===== config.mk =====
export PLATFORM = sky130hd
export DESIGN_NAME = note_scheduler
export DESIGN_NICKNAME = d
export VERILOG_FILES = /design/src/rtl/note_pkg.sv /design/src/rtl/note_scheduler_rr_arbiter.sv /design/src/rtl/note_scheduler.sv
export SDC_FILE = /design/constraint.sdc
export NUM_CORES = 1
export LEC_CHECK = 0
export ABC_CLOCK_PERIOD_IN_PS = 11400
export BUFFER_PORTS_ARGS = -buffer_cell sky130_fd_sc_hd__buf_4
export CORE_UTILIZATION = 25
export DETAILED_ROUTE_END_ITERATION = 6
export HOLD_SLACK_MARGIN = 0.05
export PLACE_DENSITY_LB_ADDON = 0.2
export SLEW_MARGIN = 0
export SYNTH_ARGS = -nofsm -noshare
export SYNTH_HDL_FRONTEND = slang
export SYNTH_SLANG_ARGS = --single-unit

===== constraint.sdc =====
create_clock -name clk -period 11.4 [get_ports clk]
set_input_delay 2.28 -clock clk [delete_from_list [all_inputs] [get_ports clk]]
set_output_delay 2.28 -clock clk [all_outputs]
set_load 0.05 [all_outputs]

===== src/rtl/note_pkg.sv =====
// Shared definitions for the note channel scheduler: channel sizes, FSM
// encoding and the key rotation used to transpose a note per requester.
package note_pkg;

  localparam int NREQ   = 5;
  localparam int NOTE_W = 27;
  localparam int IDX_W  = $clog2(NREQ);

  typedef enum logic [1:0] {
    ST_IDLE = 2'd0,
    ST_PLAY = 2'd1,
    ST_GAP  = 2'd2
  } state_e;

  // Rotate left; the amount is reduced mod NOTE_W so any step product is legal.
  function automatic logic [NOTE_W-1:0] rotl(input logic [NOTE_W-1:0] x,
                                             input int amt);
    logic [2*NOTE_W-1:0] dbl;
    dbl = {x, x} << (amt % NOTE_W);
    return dbl[2*NOTE_W-1:NOTE_W];
  endfunction

endpackage


===== src/rtl/note_scheduler_rr_arbiter.sv =====
// Combinational arbiter: fixed lowest-index priority or round-robin starting
// one past the last winner. Kept stateless so other channels can share it.
module rr_arbiter
  import note_pkg::*;
(
  input  logic [NREQ-1:0]  req,
  input  logic [IDX_W-1:0] ptr,
  input  logic             mode,
  output logic [IDX_W-1:0] winner,
  output logic             valid
);

  int idx;

  always_comb begin
    winner = '0;
    valid  = 1'b0;
    idx    = 0;
    if (!mode) begin
      for (int i = NREQ - 1; i >= 0; i--) begin
        if (req[IDX_W'(i)]) begin
          winner = IDX_W'(i);
          valid  = 1'b1;
        end
      end
    end else begin
      // Walk offsets from far to near so the nearest set bit after ptr is kept.
      for (int k = NREQ; k >= 1; k--) begin
        idx = (int'(ptr) + k) % NREQ;
        if (req[IDX_W'(idx)]) begin
          winner = IDX_W'(idx);
          valid  = 1'b1;
        end
      end
    end
  end

endmodule


===== src/rtl/note_scheduler.sv =====
// Shares one note output between the player buttons: synchronize, edge-detect,
// arbitrate, then hold the granted (transposed) note and insert a silent gap.
//
// state | meaning
// IDLE  | output silent, arbitrating over pending each clock
// PLAY  | granted note driven, counting down HOLD_CYCLES
// GAP   | output silent, counting down GAP_CYCLES before next arbitration
module note_scheduler
  import note_pkg::*;
#(
  parameter int HOLD_CYCLES = 50000,
  parameter int GAP_CYCLES  = 5000,
  parameter int STEP        = 2
) (
  input  logic              clk,
  input  logic              reset,
  input  logic [NOTE_W-1:0] key,
  input  logic [NREQ-1:0]   btn,
  input  logic              sw1,
  output logic [NOTE_W-1:0] note,
  output logic [NREQ-1:0]   grant,
  output logic              busy,
  output logic [NREQ-1:0]   pending
);

  localparam int MAX_CYC = (HOLD_CYCLES > GAP_CYCLES) ? HOLD_CYCLES : GAP_CYCLES;
  localparam int CNT_W   = $clog2(MAX_CYC + 1);

  logic [NREQ-1:0]   sync1_q, sync2_q, prev_q;
  logic [NREQ-1:0]   edge_det;
  logic [NREQ-1:0]   pending_q, pending_d, clr;
  state_e            state_q, state_d;
  logic [CNT_W-1:0]  cnt_q, cnt_d;
  logic [NOTE_W-1:0] note_q, note_d;
  logic [NREQ-1:0]   grant_q, grant_d;
  logic [IDX_W-1:0]  rr_ptr_q, rr_ptr_d;
  logic              busy_q, busy_d;
  logic [IDX_W-1:0]  arb_win;
  logic              arb_valid;

  assign edge_det  = sync2_q & ~prev_q;
  // A fresh edge on the requester being granted re-posts it immediately.
  assign pending_d = (pending_q & ~clr) | edge_det;
  assign busy_d    = (state_d != ST_IDLE);

  rr_arbiter u_arb (
    .req    (pending_q),
    .ptr    (rr_ptr_q),
    .mode   (sw1),
    .winner (arb_win),
    .valid  (arb_valid)
  );

  always_comb begin
    state_d  = state_q;
    cnt_d    = cnt_q;
    note_d   = note_q;
    grant_d  = grant_q;
    rr_ptr_d = rr_ptr_q;
    clr      = '0;
    unique case (state_q)
      ST_IDLE: begin
        if (arb_valid) begin
          grant_d  = NREQ'(1) << arb_win;
          note_d   = rotl(key, STEP * int'(arb_win));
          clr      = NREQ'(1) << arb_win;
          cnt_d    = CNT_W'(HOLD_CYCLES - 1);
          rr_ptr_d = arb_win;
          state_d  = ST_PLAY;
        end
      end
      ST_PLAY: begin
        if (cnt_q == '0) begin
          note_d  = '0;
          grant_d = '0;
          if (GAP_CYCLES > 0) begin
            state_d = ST_GAP;
            cnt_d   = CNT_W'(GAP_CYCLES - 1);
          end else begin
            state_d = ST_IDLE;
          end
        end else begin
          cnt_d = cnt_q - CNT_W'(1);
        end
      end
      ST_GAP: begin
        if (cnt_q == '0) begin
          state_d = ST_IDLE;
        end else begin
          cnt_d = cnt_q - CNT_W'(1);
        end
      end
      default: begin
        state_d = ST_IDLE;
        note_d  = '0;
        grant_d = '0;
      end
    endcase
  end

  always_ff @(posedge clk or negedge reset) begin
    if (!reset) begin
      sync1_q   <= '0;
      sync2_q   <= '0;
      prev_q    <= '0;
      pending_q <= '0;
      state_q   <= ST_IDLE;
      cnt_q     <= '0;
      note_q    <= '0;
      grant_q   <= '0;
      rr_ptr_q  <= IDX_W'(NREQ - 1);
      busy_q    <= 1'b0;
    end else begin
      sync1_q   <= btn;
      sync2_q   <= sync1_q;
      prev_q    <= sync2_q;
      pending_q <= pending_d;
      state_q   <= state_d;
      cnt_q     <= cnt_d;
      note_q    <= note_d;
      grant_q   <= grant_d;
      rr_ptr_q  <= rr_ptr_d;
      busy_q    <= busy_d;
    end
  end

  assign note    = note_q;
  assign grant   = grant_q;
  assign busy    = busy_q;
  assign pending = pending_q;

endmodule


# == Word level (Yosys, flattened, before mapping) ==
# Index checks and enable logic that the tools add are counted.
# word_totals
out_inout_bits,38
latchBits,0
mem_bits_rw,0
mem_bits_ro,0
elab_cells,98
reg_bits,74
memories,0
# classes
magnitude_cmp,5
mux,51
n_addsub,6
bitwise_logic,6
n_reduce_logical,7
eq_ne,5
n_div,6
n_mul,0
shift,2
# op_table
cell,n
$mod 32x4->32 const B,5
$pmux 27 s3,1
$mux 27,2
$shl 54x32->54,1
$mux 16,3
$pmux 16 s3,1
$mod 5x6->32 const B,1
$mux 3,10
$lt 3x5->1 const B,5
$mux 1,20
$mux 5,4
$logic_not 16->1,1
$sub 16x1->16 const B,1
$bmux 1 s3,5
$pmux 5 s3,1
$and 5x5->5,2
$not 5->5,2
$add 3x2->4 const B,2
$add 3x3->4 const B,2
$mux 2,3
$ne 2x2->1 const B,3
$pmux 2 s3,1
$reduce_and 3->1,2
$or 5x5->5,1
9 further kinds,9

# == Longest topological paths before layout ==
# Gate-level depths: netlist of the first run.
# depth
word_depth,17
mapped_depth,26
mapped_depth_nobuf,20

# == By module ==
# From an unflattened synthesis of the first run, not the netlist that was laid out.
# hier_totals
cells_unflattened,613
hier_area_um2,6063.3
# modules_own_cells
mod,instances,cells_each,seq_area_each_um2,area_per_inst_um2
note_scheduler,1,320,1853.0,3991.3
rr_arbiter,1,293,0.0,2072.0

# == Least setup slack after synthesis of the first run ==
# Ideal clock, no wire load.
# synth_path
path_kind,register to register
from,register rr_ptr_q[0]
to,"register note_q[8], in the netlist note[8]"
t_required_ns,11.274
setup_ns,0.126
path_stages_with_launch,26
path_slack_ns,5.521
arrival_ns,5.753
cell_sequence,dfrtp_1 buf_2 buf_1 inv_1 clkbuf_1 ha_1 clkbuf_1 inv_1 ha_1 nor2_1 a21oi_1 xnor2_1 inv_1 ha_1 inv_1 o22ai_1 o21ai_1 xnor2_1 mux4_2 a21oi_1 a21oi_1 o21ai_4 buf_4 mux2i_1 o22ai_1 a221o_1
# synth_via
elab_chain_len,15
elab_cells_between_ends,43
classes_between,add/sub: 5; div: 6; eq/ne: 1; shift: 1; mux: 29; reduce/logical: 1
# synth_rtl
element,line,rtl
start: declaration,note_scheduler.sv:36,"logic [IDX_W-1:0] rr_ptr_q, rr_ptr_d;"
start signal: assignment,note_scheduler.sv:111,rr_ptr_q <= IDX_W'(NREQ - 1);
start signal: assignment,note_scheduler.sv:122,rr_ptr_q <= rr_ptr_d;
$add 3x3->4,note_scheduler_rr_arbiter.sv:29,idx = (int'(ptr) + k) % NREQ;
$mod 32x4->32,note_scheduler_rr_arbiter.sv:29,
$bmux 1 s3,note_scheduler_rr_arbiter.sv:30,if (req[IDX_W'(idx)]) begin
$mux 1 (not written as such) (2 in a row),note_scheduler_rr_arbiter.sv:30,
$mux 3 (5 in a row),note_scheduler_rr_arbiter.sv:30,
$mux 3,note_scheduler_rr_arbiter.sv:19,if (!mode) begin
$mod 5x6->32,note_pkg.sv:19,"dbl = {x, x} << (amt % NOTE_W);"
$shl 54x32->54,note_pkg.sv:19,
$mux 27,note_scheduler.sv:63,if (arb_valid) begin
$pmux 27 s3,note_scheduler.sv:61,unique case (state_q)
end signal: assignment,note_scheduler.sv:120,note_q <= note_d;
end: declaration,note_scheduler.sv:34,"logic [NOTE_W-1:0] note_q, note_d;"
# Parallel ways exist; a longest one is shown, timed or not. The select of a mux whose other input is x is not followed.
# A chain may end at the register's enable or synchronous reset.

# == Worst setup path after layout of the first run ==
# layout_path
from,register rr_ptr_q[0]
to,"register note_q[18], in the netlist note[18]"
# Same word-level chain as after synthesis.

==> flow_summary.json, run 1 <==
{
  "routed-wl-met3_um": 495,
  "number_of_hold_slack_violations_in_the_final_timing_report": 0,
  "die-area_um2": 23900,
  "initial_utilization_pct": 25.6,
  "worst_skew_pair.late_latency_ps": 340,
  "cts_hold_repair.buffers": 0,
  "first_iter_violations": 346,
  "wirelength_met1_mm": 8.33,
  "total_routing_usage_reported_by_global_routing_pct": 14.9,
  "clock_tree_sinks": 74,
  "fin_ws_ps": 4440,
  "totalWireLength_mm": 17.3,
  "min_delay_startpoint": "sync1_q[0]",
  "vias": 5260,
  "ys_seq_area_share_pct": 31.9,
  "outcome": "completed",
  "cts_tree": "done",
  "setup.worst_path.class": "reg -> reg",
  "maxUsedRoutingLayer": "met4",
  "grt.overflow.total": 0,
  "finalClockSkew_ps": 11.4,
  "asyncSetResetFlopFracSynth_pct": 100,
  "clock.fmax_mhz": 144,
  "layout_worst_path_cycle_share_pct": 61.1,
  "irDropWorstVdd_mv": 0.129,
  "power.density_nw_per_um2": 321,
  "buffer_ports.inserted": 72,
  "setup_total_negative_slack_ps": 0,
  "ctsRootBufferMaster": "sky130_fd_sc_hd__clkbuf_16",
  "pre_cts_ws_ps": 4540,
  "dieHeight_um": 155,
  "synth-seq-cells": 74,
  "rr_endpoint": "note[18]",
  "syn-mean-instance-area_um2": 8.80,
  "design.final.nets": 778,
  "reg2reg_from": "rr_ptr_q[0]",
  "critical_path.endpoint": "note[18]",
  "cts_buffers": 9,
  "stdcell_count": 1000,
  "rsz_0062_raised_after_global_routing": "no",
  "synth_nets": 727,
  "dpl.hpwl_mm": 12.5,
  "cts.reportedPaths.clkPinSlew_ps": 60,
  "global_route_wire_length_before_repair_mm": 28.1,
  "postRouteAntennaNets": 0,
  "post-cts-setup-buffers": 0,
  "syn_inst": 661,
  "end_kind": "flip-flop",
  "layout-drive-gt1-share_pct": 17.5,
  "slew_viol_final": 0,
  "met2_length_mm": 8.15,
  "rrSetupSlack_ps": 4440,
  "layout-area-overhead-vs-synth_pct": 17.9,
  "worstPathRequired_ps": 11680,
  "final_common_cell": "sky130_fd_sc_hd__buf_4",
  "worstMarginPinSlew_ps": 1040,
  "first_global_vias": 5067,
  "final_core_utilization_pct": 30.2,
  "routedWlPerCell_um": 17.3,
  "final.min_clock_period_ps": 6960,
  "startpoint": "rr_ptr_q[0]",
  "drc_errors": 0,
  "setup_viol": 0,
  "power.leakage_nw": 3.22,
  "fp.dieW_um": 155,
  "finalWeightedCongestion": 0.805,
  "synth_warnings": 0,
  "timing.slew.headroom_pct": 30.2,
  "critical_path_arrival_ps": 7240,
  "timing.critical_path.from_type": "flip-flop",
  "min_path_type": "reg -> reg",
  "post_cts_repair_resize_count": 0,
  "core_region_area_um2": 22700,
  "ff2ff_path_depth": 18,
  "detailedRoute.firstPassIterationCount": 5,
  "antenna_cells": 0,
  "synth_enable_flop_cells": 0,
  "ys_dominant_reg_cell": "sky130_fd_sc_hd__dfrtp_1",
  "crit_path_max_fanout": 38,
  "number_of_levels_the_h_tree_was_split_into": 3,
  "pin_count_of_the_biggest_net_entering_global_routing": 75,
  "ys_types": 78,
  "netlist_area_um2": 5820,
  "viasPerCell": 5.26,
  "number_of_top_level_design_ports": 73,
  "layout.cells.most_common_list": "sky130_fd_sc_hd__buf_4 (78), sky130_fd_sc_hd__dfrtp_1 (73), sky130_fd_sc_hd__o21ai_0 (57), sky130_fd_sc_hd__nand2_1 (52)",
  "numPlacedInstances": 986,
  "clock_path_buffers": 2,
  "maxCapViolations": 0,
  "standard_cell_rows": 55,
  "antenna_violations_before_repair": 0
}
[power by group]
part | total, mW | leakage (nW) | internal (mW) | switching (mW)
Clock | 0.274 | 0.131 | 0.167 | 0.108
Sequential | 0.402 | 0.922 | 0.329 | 0.0727
Combinational | 1.53 | 2.16 | 0.580 | 0.947
Total | 2.20 | 3.22 | 1.08 | 1.13
[per-layer routing]
layer | up-vias | GRT usage [%]
met5 | - | 0
met3 | 19 | 1.65
met2 | 102 | 23.5
li1 | 2559 | -
met4 | 0 | 5.66
met1 | 2580 | 20.9
[worst max-delay path, cell delays in order (launching register included)]
cell and delay [ps]:
sky130_fd_sc_hd__dfrtp_1 320, sky130_fd_sc_hd__buf_4 370, sky130_fd_sc_hd__inv_1 400, sky130_fd_sc_hd__ha_1 590
sky130_fd_sc_hd__inv_1 310, sky130_fd_sc_hd__ha_1 190, sky130_fd_sc_hd__inv_1 40, sky130_fd_sc_hd__ha_1 280
sky130_fd_sc_hd__and4b_1 190, sky130_fd_sc_hd__a211oi_1 620, sky130_fd_sc_hd__a31oi_1 180, sky130_fd_sc_hd__a2111o_1 390
sky130_fd_sc_hd__and4_1 240, sky130_fd_sc_hd__nor4_1 470, sky130_fd_sc_hd__o31ai_1 200, sky130_fd_sc_hd__o21ai_4 830
sky130_fd_sc_hd__nand3_1 720, sky130_fd_sc_hd__o22ai_1 370, sky130_fd_sc_hd__a21o_1 150
[stage by stage]
step	instance area, um2	power (mW)	hold WS (ps)
finish	6860	2.20	344
global route	6860	2.39	358
CTS	6860	2.21	351
detailed placement	6580	1.93	338
global placement	6580	1.94	335
floorplan	5820	1.60	331
[registers in the layout, summed over array words and instances, names as in the netlist]
register and count:
busy 1, cnt_q 16, grant 5, note 27, pending 5, prev_q 5, rr_ptr_q 3, state_q 2
sync1_q 5, sync2_q 5
[how the worst min path moves through the flow]
stage / end / slack [ps] / cells after the start
after detailed placement: sync2_q[2] / 340 / 0
after global placement: sync2_q[1] / 330 / 0
final: sync2_q[0] / 340 / 0
after CTS: sync2_q[2] / 350 / 0
after global routing: sync2_q[2] / 360 / 0
after floorplan: sync2_q[0] / 330 / 0
[cells in the mapped netlist, types with 8 or more instances]
library cell	number	area, um2
sky130_fd_sc_hd__or2_2	8	50.1
sky130_fd_sc_hd__ha_1	31	388
sky130_fd_sc_hd__clkbuf_1	23	86.3
sky130_fd_sc_hd__nor3_1	11	55.1
sky130_fd_sc_hd__a211o_1	12	105
sky130_fd_sc_hd__dfrtp_1	73	1830
sky130_fd_sc_hd__mux2i_1	48	480
sky130_fd_sc_hd__nand2_1	52	195
sky130_fd_sc_hd__a22o_1	15	131
sky130_fd_sc_hd__a21oi_1	31	155
sky130_fd_sc_hd__nor2b_1	10	62.6
sky130_fd_sc_hd__o21ai_0	57	285
sky130_fd_sc_hd__o22ai_1	16	100
sky130_fd_sc_hd__nand3_1	8	40.0
sky130_fd_sc_hd__a31oi_1	11	68.8
sky130_fd_sc_hd__nor2_1	48	180
sky130_fd_sc_hd__xnor2_1	8	70.1
sky130_fd_sc_hd__buf_2	8	40.0
sky130_fd_sc_hd__inv_1	41	154
sky130_fd_sc_hd__nor4_1	8	50.1
[cell type report]
class | instances | area [um2]
Clock buffer | 11 | 233
Clock inverter | 3 | 42.5
Fill cell | 2428 | 15900
Inverter | 41 | 154
Multi-Input combinational cell | 508 | 3630
Sequential cell | 74 | 1850
Tap cell | 285 | 357
Timing Repair Buffer | 78 | 586
[cells by family after synthesis]
logic type,Yosys count,share of synthesized area [%]
AOI/OAI and AO/OA,228,27.5
and+or+nand+nor,179,15.3
buffers and inverters,79,5.85
DFF,74,31.9
muxes,60,11.3
adders and majority gates,31,6.67
xor gates and xnor gates,10,1.63
Power figures use the tool's default switching activity.
==> inputs of run 2 (changes only) <==
--- a/config.mk
+++ b/config.mk
@@ -5,7 +5,7 @@
 export SDC_FILE = /design/constraint.sdc
 export NUM_CORES = 1
 export LEC_CHECK = 0
-export ABC_CLOCK_PERIOD_IN_PS = 11400
+export ABC_CLOCK_PERIOD_IN_PS = 5900
 export BUFFER_PORTS_ARGS = -buffer_cell sky130_fd_sc_hd__buf_4
 export CORE_UTILIZATION = 25
 export DETAILED_ROUTE_END_ITERATION = 6
==> constraint.sdc (replaced) <==
create_clock -name clk -period 5.9 [get_ports clk]
set_input_delay 1.18 -clock clk [delete_from_list [all_inputs] [get_ports clk]]
set_output_delay 1.18 -clock clk [all_outputs]
set_load 0.05 [all_outputs]
==> flow_summary.json, run 2 (synthesis gave the netlist of run 1 again) <==
{
  "irDropWorstVdd_mv": 0.254,
  "critical_path_arrival_ps": 5710,
  "cts_hold_repair.buffers": 0,
  "antenna_cells": 0,
  "number_of_levels_the_h_tree_was_split_into": 3,
  "maxCapViolations": 0,
  "min_path_type": "reg -> reg",
  "detailedRoute.firstPassIterationCount": 5,
  "timing.critical_path.from_type": "flip-flop",
  "number_of_hold_slack_violations_in_the_final_timing_report": 0,
  "clock.fmax_mhz": 182,
  "cell_with_the_largest_stage_delay_on_the_worst_path": "sky130_fd_sc_hd__o311ai_2",
  "routedWlPerCell_um": 17.3,
  "buffer_and_inverter_count_on_the_worst_path": 3,
  "initial_utilization_pct": 25.6,
  "antenna_violations_before_repair": 0,
  "path_cells": "inv_1 > ha_1 > ha_1 > o311ai_2 > nand2_1 > inv_1 > ha_1 > nor2b_1 > nor2_1 > a221o_1 > mux2_4 > or4_4 > o31ai_4 > a21oi_1 > o21ai_4 > buf_12 > mux2i_1 > o22ai_1 > a211o_1",
  "layout-area-overhead-vs-synth_pct": 22.8,
  "timing.slew.headroom_pct": 31.3,
  "first_global_vias": 5244,
  "total_routing_usage_reported_by_global_routing_pct": 15.5,
  "die-area_um2": 23900,
  "worstPathRequired_ps": 6130,
  "fin_total_pwr_mw": 4.64,
  "cts_tree": "done",
  "layout_worst_path_cycle_share_pct": 92.9,
  "clock_path_buffers": 2,
  "setup_total_negative_slack_ps": 0,
  "standard_cell_rows": 55,
  "worst_skew_pair.late_latency_ps": 350,
  "cts.reportedPaths.clkPinSlew_ps": 60,
  "final.min_clock_period_ps": 5480,
  "slew_viol_final": 0,
  "core_region_area_um2": 22700,
  "stdcell_count": 1030,
  "global_route_wire_length_before_repair_mm": 29.0,
  "crit_path_max_fanout": 15,
  "totalWireLength_mm": 17.8,
  "finalWeightedCongestion": 0.810,
  "postPlaceCellArea_um2": 6730,
  "fp.dieW_um": 155,
  "buffer_ports.inserted": 72,
  "cts_buffers": 9,
  "layout.cells.most_common_list": "sky130_fd_sc_hd__buf_4 (105), sky130_fd_sc_hd__dfrtp_1 (73), sky130_fd_sc_hd__o21ai_0 (57), sky130_fd_sc_hd__nand2_1 (52)",
  "critical-path-top-cell-by-count": "sky130_fd_sc_hd__ha_1",
  "pin_count_of_the_biggest_net_entering_global_routing": 66,
  "power.density_nw_per_um2": 650,
  "cpPeakStageDelay_ps": 490,
  "clock_tree_sinks": 74,
  "worstMarginPinSlew_ps": 1020,
  "viasPerCell": 5.16,
  "dpl.hpwl_mm": 13.1,
  "first_iter_violations": 409,
  "power.leakage_nw": 3.39,
  "number_of_top_level_design_ports": 73,
  "ctsRootBufferMaster": "sky130_fd_sc_hd__clkbuf_16",
  "setup_viol": 0,
  "finalClockSkew_ps": 11.8,
  "rsz_0062_raised_after_global_routing": "no",
  "setup.worst_path.class": "reg -> reg",
  "design.final.nets": 807,
  "vias": 5310,
  "grt.overflow.total": 0,
  "dieHeight_um": 155,
  "end_kind": "flip-flop",
  "timing.critical_path.max_delay_family": "compound AO/OA/AOI/OAI gates",
  "final_design_area_no_fill_um2": 7140,
  "filler_cell_count": 2386,
  "numPlacedInstances": 1004,
  "largest_register_ffs": 27,
  "final_common_cell": "sky130_fd_sc_hd__buf_4",
  "drc_errors": 0,
  "postRouteAntennaNets": 0,
  "outcome": "completed",
  "final_core_utilization_pct": 31.5,
  "layout-drive-gt1-share_pct": 21.5
}
[run 2: cell types whose count changed in the layout (fill, tap and decap cells not counted), sizes merged]
cell    previous run  this run
buf               78       107
clkinv             1         2
[run 2: path summary, 6_finish.rpt]
check	to	slack, ps	start	depth (start not counted)
min in group asynchronous	note[1]	650	reset	1
worst max register to register	note[13]	420	rr_ptr_q[1]	19
worst min register to register	sync2_q[4]	350	sync1_q[4]	0
worst min-delay path	sync2_q[4]	350	sync1_q[4]	0
max in group asynchronous	sync1_q[2]	4170	reset	2
worst max-delay path	note[13]	420	rr_ptr_q[1]	19
[run 2: metal layers]
metal	up-vias	wire (um)	GRT usage [%]	part of all wire, %
met5	-	0	0	0
met4	0	451	6.98	2.5
met3	28	540	1.85	3.0
met2	109	8350	24.6	47
met1	2552	8490	20.9	48
li1	2621	-	-	-
[run 2: final cells by class]
type | count | area [um2] | share of cell area [%]
multi-input combinational | 508 | 3650 | 51.1
inverter | 41 | 154 | 2.15
sequential | 74 | 1850 | 25.9
timing repair buffer | 107 | 828 | 11.6
clock buffer | 11 | 253 | 3.54
tap | 285 | 357 | 4.99
clock inverter | 4 | 51.3 | 0.718
[run 2: through the flow]
stage	hold slack, ps	setup slack [ps]
final	346	420
after global routing	361	13.0
after CTS	346	217
after detailed placement	337	254
after global placement	333	204
after floorplan	331	21.2
[run 2: repair_timing]
item	4_1_cts	5_1_grt
buffers inserted	0	11
resized for setup	0	3
setup endpoints to repair	0	26
[run 2: power breakdown]
part	switching [mW]	internal, mW	total, mW	leakage [nW]
clock network	0.219	0.348	0.567	0.148
registers	0.142	0.636	0.779	0.922
logic	1.92	1.38	3.30	2.32
total	2.28	2.36	4.64	3.39
